$ cat src/rtl/dcache_wb.sv
// Direct-mapped, write-back, write-allocate data cache.
// Misses stall the CPU while the victim line is written back (if dirty) and the line is refilled.
module dcache_wb #(
    parameter int SETS           = 16,
    parameter int WORDS_PER_LINE = 4,
    parameter int ADDR_WIDTH     = 32
) (
    input  logic                  clk,
    input  logic                  rst,
    input  logic                  cpu_req,
    input  logic                  cpu_we,
    input  logic [ADDR_WIDTH-1:0] cpu_addr,
    input  logic [31:0]           cpu_wdata,
    output logic [31:0]           cpu_rdata,
    output logic                  cpu_stall,
    output logic                  mem_req,
    output logic                  mem_we,
    output logic [ADDR_WIDTH-1:0] mem_addr,
    output logic [31:0]           mem_wdata,
    input  logic [31:0]           mem_rdata,
    input  logic                  mem_ready
);
    localparam int WB = $clog2(WORDS_PER_LINE);
    localparam int IB = $clog2(SETS);
    localparam int TB = ADDR_WIDTH - 2 - WB - IB;

    typedef enum logic [1:0] {IDLE, WRITEBACK, REFILL} state_t;

    state_t          state, state_next;
    logic [SETS-1:0] valid, dirty;
    logic [TB-1:0]   tag_mem  [SETS];
    logic [31:0]     data_mem [SETS*WORDS_PER_LINE];

    logic [WB-1:0]   req_word, beat;
    logic [IB-1:0]   req_idx, miss_idx;
    logic [TB-1:0]   req_tag, miss_tag;
    logic            hit, last_beat, access;
    logic            unused_addr_bits;

    assign req_word         = cpu_addr[2 +: WB];
    assign req_idx          = cpu_addr[2+WB +: IB];
    assign req_tag          = cpu_addr[ADDR_WIDTH-1 -: TB];
    assign unused_addr_bits = ^cpu_addr[1:0];

    assign hit       = valid[req_idx] && (tag_mem[req_idx] == req_tag);
    assign last_beat = (beat == WB'(WORDS_PER_LINE - 1));
    assign access    = cpu_req && (state == IDLE);

    // NOTE: flops use non-blocking assignments so every register samples pre-edge values.
    always_ff @(posedge clk or negedge rst) begin
        if (!rst) state <= IDLE;
        else      state <= state_next;
    end

    // NOTE: every output and the next state get a default first, so no path can infer a latch.
    always_comb begin
        state_next = state;
        cpu_rdata  = '0;
        cpu_stall  = 1'b0;
        mem_req    = 1'b0;
        mem_we     = 1'b0;
        mem_addr   = '0;
        mem_wdata  = '0;
        case (state)
            IDLE: begin
                if (cpu_req) begin
                    if (hit) begin
                        if (!cpu_we) cpu_rdata = data_mem[{req_idx, req_word}];
                    end else begin
                        cpu_stall  = 1'b1;
                        state_next = (valid[req_idx] && dirty[req_idx]) ? WRITEBACK : REFILL;
                    end
                end
            end
            WRITEBACK: begin
                cpu_stall = 1'b1;
                mem_req   = 1'b1;
                mem_we    = 1'b1;
                mem_addr  = {tag_mem[miss_idx], miss_idx, beat, 2'b00};
                mem_wdata = data_mem[{miss_idx, beat}];
                if (mem_ready && last_beat) state_next = REFILL;
            end
            REFILL: begin
                cpu_stall = 1'b1;
                mem_req   = 1'b1;
                mem_addr  = {miss_tag, miss_idx, beat, 2'b00};
                if (mem_ready && last_beat) state_next = IDLE;
            end
            default: state_next = IDLE;
        endcase
    end

    // Line bookkeeping; a line is invalid for the whole refill so a reset mid-miss leaves it unusable.
    always_ff @(posedge clk or negedge rst) begin
        if (!rst) begin
            valid    <= '0;
            dirty    <= '0;
            beat     <= '0;
            miss_idx <= '0;
            miss_tag <= '0;
        end else begin
            case (state)
                IDLE: begin
                    if (access) begin
                        if (hit) begin
                            if (cpu_we) dirty[req_idx] <= 1'b1;
                        end else begin
                            miss_idx <= req_idx;
                            miss_tag <= req_tag;
                            if (!(valid[req_idx] && dirty[req_idx])) valid[req_idx] <= 1'b0;
                        end
                    end
                end
                WRITEBACK: begin
                    if (mem_ready) begin
                        beat <= beat + 1'b1;
                        if (last_beat) begin
                            dirty[miss_idx] <= 1'b0;
                            valid[miss_idx] <= 1'b0;
                        end
                    end
                end
                REFILL: begin
                    if (mem_ready) begin
                        beat <= beat + 1'b1;
                        if (last_beat) begin
                            valid[miss_idx] <= 1'b1;
                            dirty[miss_idx] <= 1'b0;
                        end
                    end
                end
                default: ;
            endcase
        end
    end

    // NOTE: tag and data arrays are not reset; the valid bits guard them, and they stay RAM-mappable.
    always_ff @(posedge clk) begin
        if (access && hit && cpu_we) data_mem[{req_idx, req_word}] <= cpu_wdata;
        if (state == REFILL && mem_ready) begin
            data_mem[{miss_idx, beat}] <= mem_rdata;
            if (last_beat) tag_mem[miss_idx] <= miss_tag;
        end
    end
endmodule
$ cat config.mk
export PLATFORM = sky130hd
export DESIGN_NAME = dcache_wb
export DESIGN_NICKNAME = d
export VERILOG_FILES = /design/src/rtl/dcache_wb.sv
export SDC_FILE = /design/constraint.sdc
export NUM_CORES = 2
export LEC_CHECK = 0
export BUFFER_PORTS_ARGS = -buffer_cell sky130_fd_sc_hd__buf_2
export CORE_MARGIN = 10
export CORE_UTILIZATION = 26
export DETAILED_ROUTE_END_ITERATION = 10
export PLACE_DENSITY_LB_ADDON = 0.05
export SLEW_MARGIN = 20
export SYNTH_ARGS = -nofsm -noshare
export SYNTH_HDL_FRONTEND = slang
export SYNTH_SLANG_ARGS = --single-unit
$ cat constraint.sdc
create_clock -name clk -period 12.6 [get_ports clk]
set_input_delay 2.52 -clock clk [delete_from_list [all_inputs] [get_ports clk]]
set_output_delay 2.52 -clock clk [all_outputs]
set_load 0.02 [all_outputs]
# Yosys cells after proc, flatten, opt, wreduce, memory -nomap -nowiden
# Memories as Yosys holds them, arrays and structs flattened.
# Index checks and enable logic that the tools add are counted.
# op_classes
reduce_logical	19
div_mod_pow	0
n_mul	0
addsub	1
shift	0
bitwise	8
mux	49
eq_ne	18
magnitude_cmp	4
# ops
op	count
two-way mux 16 bit	12
two-way mux 32 bit	6
one-hot mux 32 bit (2 select lines)	1
AND 16 bit	3
one-hot mux 16 bit (3 select lines)	1
NOT 16 bit	2
OR 16 bit	2
one-hot mux 16 bit (2 select lines)	1
OR reduction 32 bit	1
== test 24 bit	1
!= test 2 bit, second input constant	12
two-way mux 1 bit	16
less-than comparator 4 x 5 -> 1 bit, second input constant	2
two-way mux 2 bit	5
logical AND 1 bit	9
binary-select mux 1 bit (select 4 bit)	2
demux 1 bit (select 4 bit)	2
greater-or-equal comparator 4 x 1 -> 1 bit, second input constant	2
AND reduction 8 bit	1
two-way mux 6 bit	1
one-hot mux 2 bit (3 select lines)	1
AND reduction 6 bit	1
== test 2 bit, second input constant	2
!= test 2 x 1 -> 1 bit, second input constant	2
11 further kinds	11
# totals
latchBits	0
mem_bits_rw	2432
romBits	0
mem_count	2
in_bits	101
output_inout_bits	99
ff_bits	64
elab_cells	107
# memory_table
name	words	word_bits	read_ports	rd_ports_with_merged_regs	write_ports	line_no	source
data_mem	64	32	2	0	1	32	logic [31:0] data_mem [SETS*WORDS_PER_LINE];
tag_mem	16	24	2	0	1	31	logic [TB-1:0] tag_mem [SETS];

# Longest topological paths before layout
# depth
word_depth	10
depth_mapped	17
ltp_nobuf	9

# Worst setup path before layout
# OpenSTA, ideal clock, no wires.
# synth_timing
path_type	input -> output
from	input cpu_addr[4]
to	output cpu_rdata[0]
slack_ps	4294
required_ps	10080
cell_stages	15
n_path_buf	6
arrival_time_ps	5786
cell_sequence	buf_6 > buf_6 > buf_6 > buf_6 > mux4_2 > mux2i_1 > xnor2_1 > nor4_1 > nand4_1 > a211o_1 > nor4_4 > buf_4 > nand4b_4 > buf_2 > a21oi_1
# synth_between
elab_chain_cells	6
# synth_rtl
element	line_no	source
start: declaration	12	input logic [ADDR_WIDTH-1:0] cpu_addr,
memory read (16 x 24 bit) / binary-select mux 1 bit (select 4 bit) (equally long branches)	n/a	
== test 24 bit / two-way mux 1 bit (equally long branches)	45	assign hit = valid[req_idx] && (tag_mem[req_idx] == req_tag);
logical AND 1 bit	45	
two-way mux 32 bit *	67	if (hit) begin
two-way mux 32 bit *	66	if (cpu_req) begin
two-way mux 32 bit *	64	case (state)
end: declaration	14	output logic [31:0] cpu_rdata,
# Every way passes the cells marked *; elsewhere a longest branch is shown, timed or not. The select of a mux whose other input is x is not followed.

# Worst setup path in the final report
# layout_timing
from	input cpu_addr[4]
to	output cpu_rdata[27]
# The elaborated chain is that of the path after synthesis.

==> results.md <==
* Chip Height at 686 um
* P per Cell Area at about 200 nW/um^2
* DP HPWL at roughly 320,000 um
* TritonCTS clock tree: yes
* DRT iter0 DRCs at 7,586
* Number of global-route vias before repair at just under 70,000
* Top cell type by total area after synthesis: edfxtp_1
* Post-synthesis mux area share at roughly 27%
* Synth Cell Area at 115,000 um^2
* Origin of the critical flop-to-flop path: tag_mem[12][11]
* Clk sinks at between 2,000 and 2,500
* Yosys warning count at 0
* Root Buffer: clkbuf_16
* CP endpoint kind: primary output
* Most used DFF post-synth: edfxtp_1
* Row cnt at around 240
* DIE WIDTH at a little under 700 um
* Sequential share of the synthesized area at between 60% and 70%
* CTS H-Tree Depth at 5
* CP Cell Sequence: buf_8 > buf_4 > mux4_2 > mux2i_1 > xnor2_1 > nor4_1 > nand4_1 > a211o_1 > nor4_4 > buf_4 > nand4b_4 > a21oi_1 > buf_2
* Worst slew pin tran at approximately 1.3 ns
* Setup tns final at 0 ns
* Placed Cells at around 12,000
* Xor and xnor area share after synthesis at 0.236%
* Critical path origin: cpu_addr[4]
* Most Frequent Cell on Critical Path: buf_4
* Relative slew slack at 11.0%
* Finish-stage setup viols at 0
* Fillers at approximately 43,000
* Max-cap violations at 0
* Synth Area in Adders at less than 1%
* Most frequent cells after synthesis: edfxtp_1, mux4_2, clkbuf_1
* Total CTS buffers at around 320
* Synth Area in Simple Gates at 2.32%
* Final Slew Violations at 0
* Vias at about 68,000
* Io pins at 200
* Number of synthesized register bits at 2,496
* Via/cell ratio at 5.51
* Sequential Area at 74,700 um^2
* Crit path kind: in -> out
* CP required at approximately 10 ns
* Final nets at between 6,000 and 7,000
* Worst Setup Start Kind: primary input
* DRT Pass-1 Iters at 5
* Post-route DRC at 0
* WL/cell at 44.5 um
* Final hold viol count at 0
* EDFF count, synth at roughly 2,400
* Total chip power at between 20 and 30 mW
* Die ar. at between 400,000 and 500,000 um^2
* Post-CTS Hold Buffers at 0
* Placer Congestion at between 0.7 and 0.8
* Peak VDD IR at roughly 150 uV
* Synth area leaders: edfxtp_1, mux4_2, a22oi_1
* Post-synthesis compound-gate area fraction at around 3.6%
* Final Critical Period at 10.85 ns
* Starting Density at a little over a quarter
* Unrepaired setup endpoints after global routing: no
* Min-delay worst type: reg -> reg
* Synth cell types at 64
* Worst Clk Skew at about 0.057 ns
* PortBufs at 195
* GRT Residual Overflow at 0
* Worst-Skew Late Latency at 0.97 ns
* Final wirelength at between 500,000 and 600,000 um
* Post-cts resize count at 0
* Post-DRT Antenna Nets at 0
* Most common cell in the netlist: edfxtp_1
* Overall global routing resource usage at 22.6%
* Worst Hold Launch: dirty[11]
* Crit-path slowest cell: a21oi_1
* Share of synthesized registers carrying an async set or reset at around 2.6%
* Main combinational cell family by area after synthesis: multiplexers
* CP max stage delay at about 1 ns
* Share of the synthesized area in the top cell type at 63.4%
* Fin crit share at between 80% and 90%
* P_leak at between 40 and 50 nW
* Share of cells above drive strength 1 at between 30% and 40%
* Area grow syn2layout at 17.7%
* Core area at 442,000 um^2
* Fmax at slightly above 90 MHz
* Antenna violations before repair at 59
* Max clock buf depth at 4
* Status: complete, no violations
* CP Max Fanout at 56
* First-pass GRT wire length at between 700,000 and 800,000 um
* Fin cells at between 10,000 and 15,000
* Reg clk slew, reported paths at 0.06 ns
* Post-CTS Setup Bufs at 0
* Data arrival, critical path at ~8.3 ns
* Largest net degree at the start of global routing at ~100
* Syn Area/Cell at between 20 and 25 um^2
* Synth Instances at ~5,700
* Multi-input combinational cell area at 39,900 um^2
==> per-stage QoR <==
| step | instance area (um^2) | hold slack, ns | util, % | worst slack [ns] |
|---|---|---|---|---|
| final | 136000 | 0.499 | 30.7 | 1.75 |
| after floorplan | 115000 | 0.465 | - | 4.29 |
| after global placement | 126000 | 0.484 | 28.4 | 1.54 |
| after CTS | 136000 | 0.499 | 30.7 | 1.48 |
| after detailed placement | 126000 | 0.488 | 28.4 | 1.49 |
| after global routing | 136000 | 0.519 | 30.7 | 1.42 |
==> layout make-up <==
type                       instances  share of cell area (%)
sequential                      2496                    55.1
multi-input combinational       2754                    29.4
clock buffer                     419                    6.29
tap                             5904                    5.45
timing repair buffer             497                    2.74
clock inverter                   160                   0.984
inverter                          14                  0.0397
antenna                           12                  0.0221
==> kinds of logic (layout without fill, tap and decap cells) <==
group	count (synthesis)	after routing
flops	2496	2496
simple gates	615	615
fa+ha+maj	5	5
xor+xnor	31	31
other cells	1	14
buf+inv	452	1090
compound gates	580	580
mux	1521	1521
==> layout by cell type, fill, tap and decap left out, drive strengths merged, types with 14 or more instances in the layout <==
cell    count
clkinv    128
bufinv     15
mux2i     152
a21oi      64
a211oi     21
nand2     241
xnor2      26
a41oi      20
inv        25
a221oi     29
mux4     1300
o22ai      31
nor2      231
a31oi      14
nand4      32
o31ai      22
a22o       28
buf       497
nand3      18
nor3       26
dfrtp      64
a22oi     255
clkbuf    419
and2       14
o21ai      51
mux2       69
edfxtp   2432
==> final timing paths <==
check,cells past startpoint,slack [ns],end
max,13,1.75,cpu_rdata[27]
min,2,0.50,dirty[11]
max reg2reg,13,6.46,data_mem[48][0]
min reg2reg,2,0.50,dirty[11]
max in group asynchronous,2,9.70,beat[0]
min in group asynchronous,1,1.46,miss_tag[12]
==> routing by layer <==
layer	routed length (um)	vias up	global-route usage [%]
li1	-	25700	-
met3	31200	742	3.51
met1	233000	38300	30.6
met5	125	-	0
met4	21200	6	7.64
met2	260000	2833	37.1
==> power by group <==
part,internal [mW],switching [mW]
logic,3.09,5.24
registers,10.1,0.449
clock network,5.08,3.83
==> sequential cells by signal, indices dropped and copies added (netlist names) <==
name	flops
dirty	16
tag_mem	384
miss_tag	24
beat	2
data_mem	2048
miss_idx	4
valid	16
state	2
==> worst max-delay path, delay by kind of cell <==
family                    cells  cell delay (ns)
AOI/OAI and AO/OA             2             1.42
xor gates and xnor gates      1             0.14
buffers and inverters         4             1.45
muxes                         2             0.72
and+or+nand+nor               4             1.78
Power figures use the tool's default switching activity.
